[src/rtl/pc_gen_pkg.sv]
// Shared fetch-side constants and types.
// Defaults for the PC generator and its next-PC source encoding.
package pc_gen_pkg;

  localparam int unsigned PC_INCR        = 4;
  localparam int unsigned B_OFFSET_MSB   = 23;
  localparam int unsigned B_OFFSET_LSB   = 0;
  localparam int unsigned B_OFFSET_SHIFT = 2;
  localparam int unsigned RESET_VECTOR   = 32'h0000_0000;

  typedef enum logic [2:0] {
    SEL_RESET,
    SEL_REDIR,
    SEL_HOLD,
    SEL_POP,
    SEL_MISS,
    SEL_BRANCH,
    SEL_SEQ
  } pc_sel_e;

  // Priority order of next-PC sources.
  function automatic pc_sel_e pc_select(
    input logic reset,
    input logic redirect,
    input logic stall,
    input logic ret,
    input logic ras_empty,
    input logic branch
  );
    if (reset)         return SEL_RESET;
    else if (redirect) return SEL_REDIR;
    else if (stall)    return SEL_HOLD;
    else if (ret)      return ras_empty ? SEL_MISS : SEL_POP;
    else if (branch)   return SEL_BRANCH;
    else               return SEL_SEQ;
  endfunction

endpackage

[src/rtl/pc_gen_return_stack.sv]
// Circular return-address stack.
// A push when full overwrites the oldest entry.
module return_stack #(
  parameter int unsigned WIDTH = 32,
  parameter int unsigned DEPTH = 4,
  localparam int unsigned PTR_W = $clog2(DEPTH),
  localparam int unsigned CNT_W = $clog2(DEPTH + 1)
) (
  input  logic             clk,
  input  logic             clear,
  input  logic             push,
  input  logic             pop,
  input  logic [WIDTH-1:0] din,
  output logic [WIDTH-1:0] top,
  output logic [CNT_W-1:0] count,
  output logic             empty
);

  logic [WIDTH-1:0] mem_q [DEPTH];
  logic [PTR_W-1:0] ptr_q;
  logic [PTR_W-1:0] ptr_inc;
  logic [PTR_W-1:0] ptr_dec;
  logic [CNT_W-1:0] cnt_q;

  // ptr_q is the next write slot; the top sits one below it.
  always_comb begin
    ptr_inc = (ptr_q == PTR_W'(DEPTH - 1)) ? '0 : ptr_q + 1'b1;
    ptr_dec = (ptr_q == '0) ? PTR_W'(DEPTH - 1) : ptr_q - 1'b1;
  end

  // Entry storage; a push with a pop replaces the top in place.
  always_ff @(posedge clk) begin
    if (!clear && push) begin
      if (pop) mem_q[ptr_dec] <= din;
      else     mem_q[ptr_q]   <= din;
    end
  end

  // Pointer and saturating occupancy count.
  always_ff @(posedge clk) begin
    if (clear) begin
      ptr_q <= '0;
      cnt_q <= '0;
    end else if (push && pop) begin
      ptr_q <= ptr_q;
      cnt_q <= cnt_q;
    end else if (push) begin
      ptr_q <= ptr_inc;
      if (cnt_q != CNT_W'(DEPTH)) cnt_q <= cnt_q + 1'b1;
    end else if (pop && cnt_q != '0) begin
      ptr_q <= ptr_dec;
      cnt_q <= cnt_q - 1'b1;
    end
  end

  assign top   = mem_q[ptr_dec];
  assign count = cnt_q;
  assign empty = (cnt_q == '0);

endmodule

[src/rtl/sign_extend.sv]
// Shared sign extender.
// Replicates the input MSB up to the output width.
module sign_extend #(
  parameter int unsigned IN  = 24,
  parameter int unsigned OUT = 32
) (
  input  logic [IN-1:0]  din,
  output logic [OUT-1:0] dout
);

  assign dout = {{(OUT-IN){din[IN-1]}}, din};

endmodule

[src/rtl/pc_gen.sv]
// Fetch program-counter generator.
// Sequential, branch, call/return and redirect targets.
module pc_gen
  import pc_gen_pkg::*;
#(
  parameter int unsigned ADDR_W       = 32,
  parameter int unsigned OFFSET_W     =
    pc_gen_pkg::B_OFFSET_MSB - pc_gen_pkg::B_OFFSET_LSB + 1,
  parameter int unsigned OFFSET_SHIFT = pc_gen_pkg::B_OFFSET_SHIFT,
  parameter int unsigned PC_INCR      = pc_gen_pkg::PC_INCR,
  parameter logic [ADDR_W-1:0] RESET_PC =
    ADDR_W'(pc_gen_pkg::RESET_VECTOR),
  parameter int unsigned RAS_DEPTH    = 4
) (
  input  logic              clk,
  input  logic              reset,
  input  logic              stall,
  input  logic              branch,
  input  logic              link,
  input  logic              ret,
  input  logic              redirect,
  input  logic [ADDR_W-1:0] redirect_pc,
  input  logic [31:0]       inst,
  output logic [ADDR_W-1:0] pc,
  output logic [ADDR_W-1:0] pc_next,
  output logic [ADDR_W-1:0] link_addr,
  output logic              ras_empty,
  output logic              ret_miss
);

  localparam int unsigned CNT_W = $clog2(RAS_DEPTH + 1);

  logic [ADDR_W-1:0] pc_q;
  logic [ADDR_W-1:0] pc_d;
  logic [ADDR_W-1:0] link_q;
  logic              miss_q;
  logic              miss_d;
  logic [ADDR_W-1:0] seq;
  logic [ADDR_W-1:0] off_ext;
  logic [ADDR_W-1:0] br_tgt;
  logic [ADDR_W-1:0] ras_top;
  logic [CNT_W-1:0]  ras_cnt;
  logic              ras_emp;
  logic              push;
  logic              pop;
  pc_sel_e           sel;

  generate
    if (OFFSET_W < 32) begin : g_inst_hi
      logic unused_inst_hi;
      assign unused_inst_hi = ^inst[31:OFFSET_W];
    end
  endgenerate

  sign_extend #(
    .IN  (OFFSET_W),
    .OUT (ADDR_W)
  ) u_sext (
    .din  (inst[OFFSET_W-1:0]),
    .dout (off_ext)
  );

  return_stack #(
    .WIDTH (ADDR_W),
    .DEPTH (RAS_DEPTH)
  ) u_ras (
    .clk   (clk),
    .clear (reset),
    .push  (push),
    .pop   (pop),
    .din   (seq),
    .top   (ras_top),
    .count (ras_cnt),
    .empty (ras_emp)
  );

  // Candidate targets and the next-PC select.
  always_comb begin
    seq    = pc_q + ADDR_W'(PC_INCR);
    br_tgt = seq + (off_ext << OFFSET_SHIFT);
    sel    = pc_select(reset, redirect, stall,
                       ret, ras_emp, branch);
    push   = (sel == SEL_BRANCH) && link;
    pop    = (sel == SEL_POP);
    miss_d = (sel == SEL_MISS);
    pc_d   = seq;
    unique case (sel)
      SEL_RESET:  pc_d = RESET_PC;
      SEL_REDIR:  pc_d = redirect_pc;
      SEL_HOLD:   pc_d = pc_q;
      SEL_POP:    pc_d = ras_top;
      SEL_MISS:   pc_d = seq;
      SEL_BRANCH: pc_d = br_tgt;
      SEL_SEQ:    pc_d = seq;
      default:    pc_d = seq;
    endcase
  end

  // PC, link address and return-miss registers.
  always_ff @(posedge clk) begin
    pc_q   <= pc_d;
    miss_q <= miss_d;
    if (reset)     link_q <= '0;
    else if (push) link_q <= seq;
  end

  assign pc        = pc_q;
  assign pc_next   = pc_d;
  assign link_addr = link_q;
  assign ras_empty = (ras_cnt == '0);
  assign ret_miss  = miss_q;

endmodule

[config.mk]
export PLATFORM = sky130hd
export DESIGN_NAME = pc_gen
export DESIGN_NICKNAME = d
export VERILOG_FILES = /design/src/rtl/pc_gen_pkg.sv /design/src/rtl/pc_gen_return_stack.sv /design/src/rtl/sign_extend.sv /design/src/rtl/pc_gen.sv
export SDC_FILE = /design/constraint.sdc
export NUM_CORES = 1
export LEC_CHECK = 0
export ABC_AREA = 1
export CORE_AREA = 4 4 143 145
export CTS_CLUSTER_SIZE = 8
export DETAILED_ROUTE_END_ITERATION = 12
export DIE_AREA = 0 0 147 149
export MAX_ROUTING_LAYER = met4
export PLACE_DENSITY = 0.8
export SKIP_CTS_REPAIR_TIMING = 1
export SLEW_MARGIN = 0
export SYNTH_ARGS = -nofsm -noshare
export SYNTH_HDL_FRONTEND = slang
export SYNTH_SLANG_ARGS = --single-unit
[constraint.sdc]
create_clock -name clk -period 8.7 [get_ports clk]
set_input_delay 0.87 -clock clk [delete_from_list [all_inputs] [get_ports clk]]
set_output_delay 0.87 -clock clk [all_outputs]
set_load 0.02 [all_outputs]
-- Word level (Yosys, flattened, before mapping)
Memory sizes are Yosys's and may differ from the RTL's.
Index checks and enable logic that the tools add are counted.
- bits in registers: 70
- bits in writable memories: 128
- word-level logic and storage cells: 57
- memories kept: 1
- memories (memory ; words ; bits a word ; read ports ; clocked after Yosys merged registers in ; write ports ; line ; RTL):
    u_ras.mem_q ; 4 ; 32 ; 1 ; 0 ; 1 ; pc_gen_return_stack.sv:19 ; logic [WIDTH-1:0] mem_q [DEPTH];
- add/subtract/negate cells: 6
- equal/unequal tests: 8
- multiplexer cells: 23
- bitwise operators: 1
- reductions and logical operators: 13
- operators with widths (operator ; number):
    one-hot mux 32 bit (5 select lines) ; 1
    adder 32 x 3 -> 32 bit (second input constant) ; 1
    adder 32 bit ; 1
    2-to-1 mux 32 bit ; 1
    OR reduction 32 bit ; 1
    2-to-1 mux 3 bit ; 8
    2-to-1 mux 2 bit ; 6
    2-to-1 mux 1 bit ; 7
    == test 3 x 2 -> 1 bit (second input constant) ; 2
    == test 3 bit (second input constant) ; 2
    zero test 3 bit ; 2
    logical AND 1 bit ; 4
    adder 3 x 1 -> 3 bit (second input constant) ; 1
    == test 3 x 1 -> 1 bit (second input constant) ; 1
    != test 3 bit (second input constant) ; 1
    AND reduction 3 bit ; 1
    nonzero test 3 bit ; 1
    subtractor 3 x 1 -> 3 bit (second input constant) ; 1
    adder 2 x 1 -> 2 bit (second input constant) ; 1
    == test 2 bit (second input constant) ; 1
    zero test 2 bit ; 1
    != test 2 bit (second input constant) ; 1
    AND reduction 2 bit ; 1
    nonzero test 2 bit ; 1
    other kinds (3) ; 3

-- Logic depth before layout (Yosys ltp)
Gate-level depths: netlist of the first run.
- depth after elaboration: 13
- mapped depth: 21
- depth with buffers taken out: 21

-- Modules after synthesis
Synthesis of the first run repeated with hierarchy kept, for this count alone.
- cell total of the unflattened synthesis: 1398
- area total of the unflattened synthesis: 11300.8 µm²
- by module, submodules not included (module ; instances ; cells an instance ; area each (µm²)):
    pc_gen ; 1 ; 988 ; 5930.7
    return_stack ; 1 ; 378 ; 5129.9
    sign_extend ; 1 ; 32 ; 240.2

-- Least setup slack after synthesis of the first run
OpenSTA, ideal clock, no wires.
- kind: input port to flip-flop
- start: input port reset
- end: memory u_ras.mem_q[3][0] (enable)
- arrival time: 4.047 ns
- required time: 8.239 ns
- slack: 4.192 ns
- cell stages on the path: 7
- path buffers: 2
- cell sequence: buf_2 nor2_2 nand4_2 nor2_4 inv_1 buf_2 nor3_1
- word-level cells in the longest chain between the ends: 8
- elaborated cells on any way between the ends: 15
- RTL lines (item ; line ; RTL):
    start: declaration ; pc_gen.sv:16 ; input logic reset,
    2-to-1 mux 3 bit ; pc_gen_pkg.sv:30 ; if (reset) return SEL_RESET;
    == test 3 bit ; pc_gen.sv:83 ; push = (sel == SEL_BRANCH) && link;
    logical AND 1 bit ; pc_gen.sv:83 ;
    logical AND 1 bit ; pc_gen_return_stack.sv:33 ; if (!clear && push) begin
    2-to-1 mux 1 bit ; pc_gen_return_stack.sv:33 ;
    2-to-1 mux 1 bit (implied by the code) ; pc_gen_return_stack.sv:35 ; else mem_q[ptr_q] <= din;
    OR reduction 32 bit (no source line) ; n/a ;
    2-to-1 mux 2 bit (no source line) or 2-to-1 mux 1 bit (tied branches) ; n/a ;
    end: declaration ; pc_gen_return_stack.sv:19 ;
Several ways; a longest one is shown, not always the timed one.

-- Final worst setup path of the first run
- start: register pc_q[7], in the netlist pc[7]
- end: output port pc_next[20]
- word-level cells in the longest chain between the ends: 3
- RTL lines (item ; line ; RTL):
    start: declaration ; pc_gen.sv:33 ; logic [ADDR_W-1:0] pc_q;
    start signal: assignment ; pc_gen.sv:101 ; pc_q <= pc_d;
    adder 32 x 3 -> 32 bit ; pc_gen.sv:79 ; seq = pc_q + ADDR_W'(PC_INCR);
    via seq[14] ; pc_gen.sv:38 ; logic [ADDR_W-1:0] seq;
    adder 32 bit ; pc_gen.sv:80 ; br_tgt = seq + (off_ext << OFFSET_SHIFT);
    one-hot mux 32 bit (5 select lines) ; pc_gen.sv:87 ; unique case (sel)
    end: declaration ; pc_gen.sv:25 ; output logic [ADDR_W-1:0] pc_next,
The timed path passes the listed nets, and every way through them passes these cells.

==> results of run 1 <==
## worst max-delay path, cell delays in order (launching register included)
cell	delay, ns
dfxtp_1	0.47
nand2_1	0.16
nor2_1	0.19
nand3_2	0.14
nor2_1	0.25
xor2_1	0.43
inv_1	0.26
ha_1	0.41
nand2_1	0.06
inv_1	0.09
a21oi_1	0.10
o21ai_0	0.44
inv_1	0.12
nand3b_1	0.11
nand3_1	0.19
nand4_1	0.22
clkdlybuf4s50_1	0.64
## stage by stage
stage                     std cells  hold slack, ns  worst slack (ns)  util [%]
final                          1748           0.476              3.09      68.6
after global routing           1748           0.490              2.82      68.6
after CTS                      1747           0.474              3.15      68.6
after detailed placement       1715           0.462              3.48      65.4
after global placement         1715           0.455              3.52      65.4
after floorplan                1322           0.474              4.19         -
## layout make-up
type                       instances  area share, %
antenna                            1         0.0190
clock buffer                      18           3.26
clock inverter                    14           1.38
inverter                         150           4.27
multi-input combinational        931           36.0
sequential                       198           39.8
tap                              265           2.52
timing repair buffer             171           12.8
## Yosys cell counts (5+ instances only)
library cell  count
nand2_1         326
nor2_1          157
inv_1           147
edfxtp_1        128
o21ai_0         118
a21oi_1          90
dfxtp_1          70
nand3_1          55
ha_1             34
nand4_1          25
buf_2            19
clkbuf_1         17
o22ai_1          17
xor2_1           16
nor3_1           11
o21bai_1          8
o2111ai_1         7
nand2_2           6
xnor2_1           6
buf_4             5
nand3b_1          5
nor2_4            5
or2_2             5
## routing by layer
metal	up-vias	global-route usage (%)	wire [um]
li1	4707	-	-
met4	0	13.5	1560
met1	4705	44.2	14200
met5	-	-	0
met3	92	6.05	3660
met2	542	48.4	15600
## cell families after synthesis
group                    after synthesis  synth area share (%)
AND/OR/NAND/NOR                      614                  24.5
adder cells (fa/ha/maj)               36                  4.33
XOR/XNOR                              25                  2.25
AO/OA/AOI/OAI                        256                  12.9
buffers and inverters                193                  7.15
flip-flops                           198                  48.8
## sequential cells by signal (all words and copies together), names as in the netlist
name / cells
u_ras.mem_q: 128
link_addr: 32
pc: 32
u_ras.count: 3
u_ras.ptr_q: 2
ret_miss: 1
## power by group
part	switching [W]	total (W)	internal (W)
Combinational	0.000316	0.000498	0.000182
Sequential	0.0000322	0.00106	0.00103
Clock	0.000400	0.000815	0.000415
Total	0.000748	0.00238	0.00163
## how the worst max path moves through the flow
stage               slack [ns]  depth (start not counted)                      endpoint           from
finish                    3.09                         16                   pc_next[20]  pc[7]$_DFF_P_
global route              2.82                         17                   pc_next[28]  pc[7]$_DFF_P_
CTS                       3.15                         16                   pc_next[20]  pc[6]$_DFF_P_
detailed placement        3.48                         10  u_ras.mem_q[0][23]$_DFFE_PP_          reset
global placement          3.52                         10  u_ras.mem_q[0][31]$_DFFE_PP_          reset
floorplan                 4.19                          7   u_ras.mem_q[3][0]$_DFFE_PP_          reset
==> results by stage, run 1 <==
Floorplan:
- The x dimension of the die is 147 um.
- The die is 149 um tall.
- The core region is 0.0192 mm^2.
- The row count is 51.
- For this configuration, the core starts out at a cell density of 55.9%.
- The number of top-level pins is between 150 and 200.
- The full die area is between 0.02 and 0.025 mm^2.

Drt:
- For this block, the routed nets add up to 35000 um of wire.
- The remaining design rule violation count is 0.
- The wire length per cell is about 20 um.
- The total via count in the routed design is 10000.
- Using the TritonRoute via totals, the vias-per-cell ratio works out to 5.75.
- Once detail routing completed, the nets flagged for antenna violations numbered 0.
- The total iterations of the first detailed-routing run is 7.
- The first-iteration detailed-routing DRC count is between 1000 and 1500.

Clock network:
- Clock-pin slew was measured on the worst setup and hold paths at 0.08 ns.
- The H-tree depth is 4.
- No sink is reached through more buffers than the 2 on the longest clock path.
- The number of buffers created by CTS is 17.
- The TritonCTS clock tree is yes.
- The clock reaches the later pin of the worst-skew pair after 0.45 ns.
- The tree is rooted in a clkbuf_16.
- The number of clock sinks seen by CTS is 198.

Synth:
- Dividing the synthesized area by the synthesized cell count gives 8.13 um^2.
- The most area-hungry cell type in the Yosys netlist is edfxtp_1.
- The synthesized net count is roughly 1400.
- For this run, the number of Yosys warnings is 0.
- For this run, asynchronously set or reset flops after synthesis account for 0%.
- Among all flip-flop cells after synthesis, the most frequent one is edfxtp_1.
- The number of register bits inferred by synthesis is 198.
- The number of flops mapped to enable cells by yosys is 128.
- The number of instances in the synthesized netlist is 1322.
- The fraction of synthesized cell area taken by the top area cell type is between 30 and 40%.
- The portion of the post-synthesis area used by sequential elements is 48.8%.
- The mapped netlist covers 0.0107 mm^2.
- Sorting the synthesized cells by area gives the leading types as edfxtp_1 (36%), dfxtp_1 (13%), nand2_1 (11%), o21ai_0 (5.5%), nor2_1 (5.5%).
- The number of different library cells used by synthesis comes to 52.

Timing:
- The shortest period the worst path allows is 5.61 ns.
- The final worst clock skew is 0.0128 ns.
- Setup violations remaining at the end of the flow were counted as 0.
- The count of final hold-check violations is 0.
- After layout, the worst path uses 64.5% of the clock period.
- The slew at the pin with the worst max-slew slack is 1.11 ns.
- Headroom to the max-slew limit came out at a little over a quarter.
- Setup total negative slack on the finished layout was measured at 0 ns.
- The max-slew violation total from the final report was 0.
- Setup repair after global routing left no endpoint under its margin.
- Static timing analysis puts the maximum clock frequency at 178 MHz.

Power:
- IR analysis of the VDD net gives a maximum drop of between 0.15 and 0.2 mV.
- The total power density per cell area is 180 mW/mm^2.
- Total power for the finished layout comes to between 0.002 and 0.0025 W.
- For this design the static power due to leakage is between 5 and 6 nW.

Placed design:
- Routability-driven placement finished with a final weighted congestion of roughly 1.
- The estimated wirelength of the detail-placed design is 25400 um.
- The placed instance area is ~0.013 mm^2.
- The quantity of I/O buffers inserted on ports is 160.

Final layout:
- The area of the multi-input gates is 0.00475 mm^2.
- The area taken by flip-flops and latches is 0.00525 mm^2.
- The layout net count is roughly 1600.
- The area growth from synthesis to final layout is 22.7%.
- The library cells used most frequently in the layout, excluding fill and tap cells, are nand2_1 (326), clkdlybuf4s50_1 (160), nor2_1 (154), inv_1 (147), edfxtp_1 (128).
- The final instance area is 0.0132 mm^2.
- The library cell used most frequently in the layout, excluding fill and tap cells, is nand2_1.
- Cells with a size suffix above 1 make up about 5.5% of the layout.
- The number of fillers in the final layout is 1542.

Critical path:
- STA classifies the critical path startpoint as a register.
- The element type at the critical path end is an output pin.
- STA puts the critical path data arrival time at approximately 4.7 ns.
- Of all nets on the critical path, the largest fanout is 6.
- The endpoint required time on the critical path is 7.83 ns.
- The endpoint of the worst-slack reg-to-reg timing path is u_ras.mem_q[0][24]$_DFFE_PP_.
- The depth of the most critical reg-to-reg path is 12.
- The setup slack on the worst flop-to-flop path is approximately 4.4 ns.
- The launch point of the worst reg-to-reg path is u_ras.count[0]$_SDFFE_PP0P_.
- The critical path is of the register to output pin type.

Global routing:
- Entering global routing, the biggest net connects 67 pins.
- The number of antenna violations at the first check in global routing is 1.
- The overall fraction of global-route tracks in use is 32.5%.
- The first global-routing pass estimated 52500 um of wire.
- The via count of the first global-routing pass came to 9354.
- For this run the aggregate overflow at the end of global routing stands at 0.

Outcome:
- The run finished with clean final reports.

Hold path:
- The startpoint identified for the worst hold timing path is link_addr[17]$_SDFFE_PP0P_.
- The worst min-delay path endpoint is link_addr[17]$_SDFFE_PP0P_.
- The worst hold path belongs to the class register to register.
- The worst hold path was traced through 2 stages.

Job:
- The tool flagged a number of max-cap violations equal to 0.
Power figures use the tool's default switching activity.
==> run 2, diff against run 1 <==
--- a/config.mk
+++ b/config.mk
@@ -6,12 +6,12 @@
 export NUM_CORES = 1
 export LEC_CHECK = 0
 export ABC_AREA = 1
-export CORE_AREA = 4 4 143 145
+export CORE_AREA = 4 4 145 147
 export CTS_CLUSTER_SIZE = 8
 export DETAILED_ROUTE_END_ITERATION = 12
-export DIE_AREA = 0 0 147 149
+export DIE_AREA = 0 0 149 151
 export MAX_ROUTING_LAYER = met4
-export PLACE_DENSITY = 0.8
+export PLACE_DENSITY = 0.78
 export SKIP_CTS_REPAIR_TIMING = 1
 export SLEW_MARGIN = 0
 export SYNTH_ARGS = -nofsm -noshare
==> constraint.sdc (replaced) <==
create_clock -name clk -period 5.25 [get_ports clk]
set_input_delay 0.525 -clock clk [delete_from_list [all_inputs] [get_ports clk]]
set_output_delay 0.525 -clock clk [all_outputs]
set_load 0.02 [all_outputs]
==> run 2 against run 1 <==
Net effect:
- clock power increased by 58%
- clock skew fell by 0.0021 ns
- final area grew 0.77%
- power grew 64%
- first-iteration DRC count shrank 12%
- via count decreased by 0.44%
- combinational power increased by 68%
- worst hold slack worse by 0.0078 ns
- global-route usage is 0.42 points lower
==> results by stage, run 2 (synthesized netlist as in run 1, its figures left out) <==
Final layout:
- The commonest non-fill, non-tap cell in the layout is nand2_1.
- The layout net count is ~1600.
- The repair_antennas step left the layout with diodes totalling 0.
- The number of fillers in the final layout is 1700.
- The post-route netlist has 6.50% of its cells at a drive strength greater than 1.
- The flip-flop count of the largest register after layout is roughly 130.
- The area taken by flip-flops and latches is ~0.0052 mm^2.
- The area growth from synthesis to final layout is 23.7%.
- The library cells used most frequently in the layout, excluding fill and tap cells, are nand2_1 (326), clkdlybuf4s50_1 (159), nor2_1 (154), inv_1 (147), edfxtp_1 (128).
- In the final layout, the multi-input gates occupy 0.00478 mm^2.
- Measured on the finished design, the core utilization comes to ~67%.
- More flip-flops sit in one register than any other, and that register is u_ras.mem_q.

Clock network:
- The H-tree depth is 4.
- Clock-pin slew was measured on the worst setup and hold paths at 0.08 ns.
- The longest clock path from root to sink contains 2 buffers.
- The clock insertion delay at the later pin of the skew report is 0.45 ns.
- The number of buffers created by CTS is 17.
- TritonCTS built the clock tree.
- The clock tree root driver cell is clkbuf_16.
- The number of clock sinks seen by CTS is between 150 and 200.

Drt:
- Once detail routing completed, the nets flagged for antenna violations numbered 0.
- After detailed routing, the number of vias per cell comes to 5.68.
- The first routing iteration left 1003 violations.
- The first detailed-routing pass took 5 iterations.
- The total via count in the routed design is 10000.
- For this block, the routed nets add up to approximately 35000 um of wire.
- The wire length per cell is about 20 um.
- In the routed design, unresolved DRC markers number 0.

Global routing:
- The routing usage on met2 is 49.3%.
- The remaining global-route overflow is 0.
- For met3 alone, demand over resource in global routing was 4.67%.
- The met1 routing resource usage after global routing is approximately 45%.
- The most used routing layer in global routing is met2.
- The via count of the first global-routing pass is ~9200.
- The overall fraction of global-route tracks in use is 32.1%.
- The number of antenna violations at the first check in global routing is 0.
- The first global-routing pass estimated 52700 um of wire.
- The largest net degree at the start of global routing is between 60 and 70.

Critical path:
- The slowest stage of the critical path is the clkdlybuf4s50_1 cell.
- At the worst endpoint, the arrival time is 4.56 ns.
- The nature of the critical path startpoint is a register.
- The buffering stage count on the worst path with inverters included is 3.
- The endpoint required time on the critical path is 4.72 ns.
- The critical path goes through ha_1 -> nand2_1 -> inv_1 -> nand2_1 -> nor2_1 -> nand3_1 -> nand2_1 -> inv_1 -> ha_1 -> nand2_1 -> nor2_1 -> and2_1 -> nand3_1 -> nand4_1 -> nand3_1 -> nand4_1 -> clkdlybuf4s50_1.
- The maximum fanout count along the critical path is 6.
- The delay of the slowest cell on the worst path is 0.65 ns.
- The category of cells accounting for the largest share of critical-path delay is simple AND/OR/NAND/NOR gates.
- The element type at the critical path end is an output pin.
- The cell repeated most along the worst path is nand2_1.
- The setup path with the least slack is of type register to output pin.

Timing:
- Setup repair after global routing could not meet its margin everywhere.
- The normalized max-slew margin is 26.8%.
- For the pin with the worst max-slew slack, the measured transition is 1.10 ns.
- For this run, the top clock speed supported by timing is between 150 and 200 MHz.
- After layout, the worst setup slack is 0.168 ns.
- The final critical path takes up 96.8% of the cycle.
- Adding up every negative setup slack in the final design gives 0 ns.
- The max-slew violation total from the final report is 0.
- For the final database, setup skew stands at 0.0107 ns.
- The clock period could shrink to 5.08 ns.
- The count of final hold-check violations came to 0.
- The setup violation total in the final timing report is 0.

Placed design:
- Before CTS, the worst setup slack after placement is 0.685 ns.
- The estimated wirelength of the detail-placed design is 26000 um.
- The final weighted congestion of routability-driven global placement is 0.981.
- Input and output buffers added on the ports amount to 160.

Job:
- The tool flagged a number of max-cap violations equal to 0.

Hold path:
- The class of the tightest hold or removal check is register to register.

Power:
- Power spread over the standard cell area amounts to 293 mW/mm^2.
- The static power due to leakage is 5.52 nW.
- The overall power of the completed layout is 0.00390 W.
- The worst-case IR drop observed on VDD is roughly 0.32 mV.

Floorplan:
- The full die area is 0.0225 mm^2.
- The region available for standard cell placement spans 0.0199 mm^2.
- For this configuration, the core starts out at a cell density of 54.0%.
- Pin placement for this block handled 169 I/O pins.
- In this run the vertical extent of the chip is 151 um.
- The row count is 52.
- The x dimension of the die is 149 um.

Outcome:
- The run finished with clean final reports.
==> run 2: path summary, 6_finish.rpt <==
kind | startpoint | endpoint | slack [ns] | depth (start not counted)
setup reg to reg | pc[2]$_DFF_P_ | pc[14]$_DFF_P_ | 1.59 | 12
hold / removal | link_addr[18]$_SDFFE_PP0P_ | link_addr[18]$_SDFFE_PP0P_ | 0.47 | 2
setup / recovery | pc[2]$_DFF_P_ | pc_next[26] | 0.17 | 17
hold reg to reg | link_addr[18]$_SDFFE_PP0P_ | link_addr[18]$_SDFFE_PP0P_ | 0.47 | 2
==> run 2: tightest hold or removal path, stage by stage, from the launching register on <==
cell and delay [ns]:
dfxtp_1 0.32, nand2_1 0.06, a21oi_1 0.05
==> run 2: routing by layer <==
metal | share of wire, % | routed length [um]
met1 | 42 | 14700
met2 | 46 | 16000
met3 | 9.2 | 3240
met4 | 3.1 | 1100
met5 | 0 | 0
==> run 2: layout make-up <==
cell class              count  share of cell area (%)
clock inverters            14                    1.20
well taps                 270                    2.54
repair buffers            182                    13.3
multi-input cells         931                    36.0
inverters                 150                    4.24
clock buffers              17                    3.20
flip-flops and latches    198                    39.5
==> run 2: through the flow <==
| stage | hold WS (ns) | instance area [um^2] | instances |
|---|---|---|---|
| after floorplan | 0.474 | 10700 | 1322 |
| after global placement | 0.456 | 12700 | 1730 |
| after detailed placement | 0.460 | 12700 | 1730 |
| after CTS | 0.472 | 13200 | 1761 |
| after global routing | 0.518 | 13300 | 1762 |
| final | 0.469 | 13300 | 1762 |
==> run 2: power by group <==
group	total [W]	switching (W)	internal, W
Sequential	0.00176	0.0000526	0.00171
Combinational	0.000838	0.000530	0.000308
Clock	0.00129	0.000658	0.000636
Total	0.00390	0.00124	0.00266
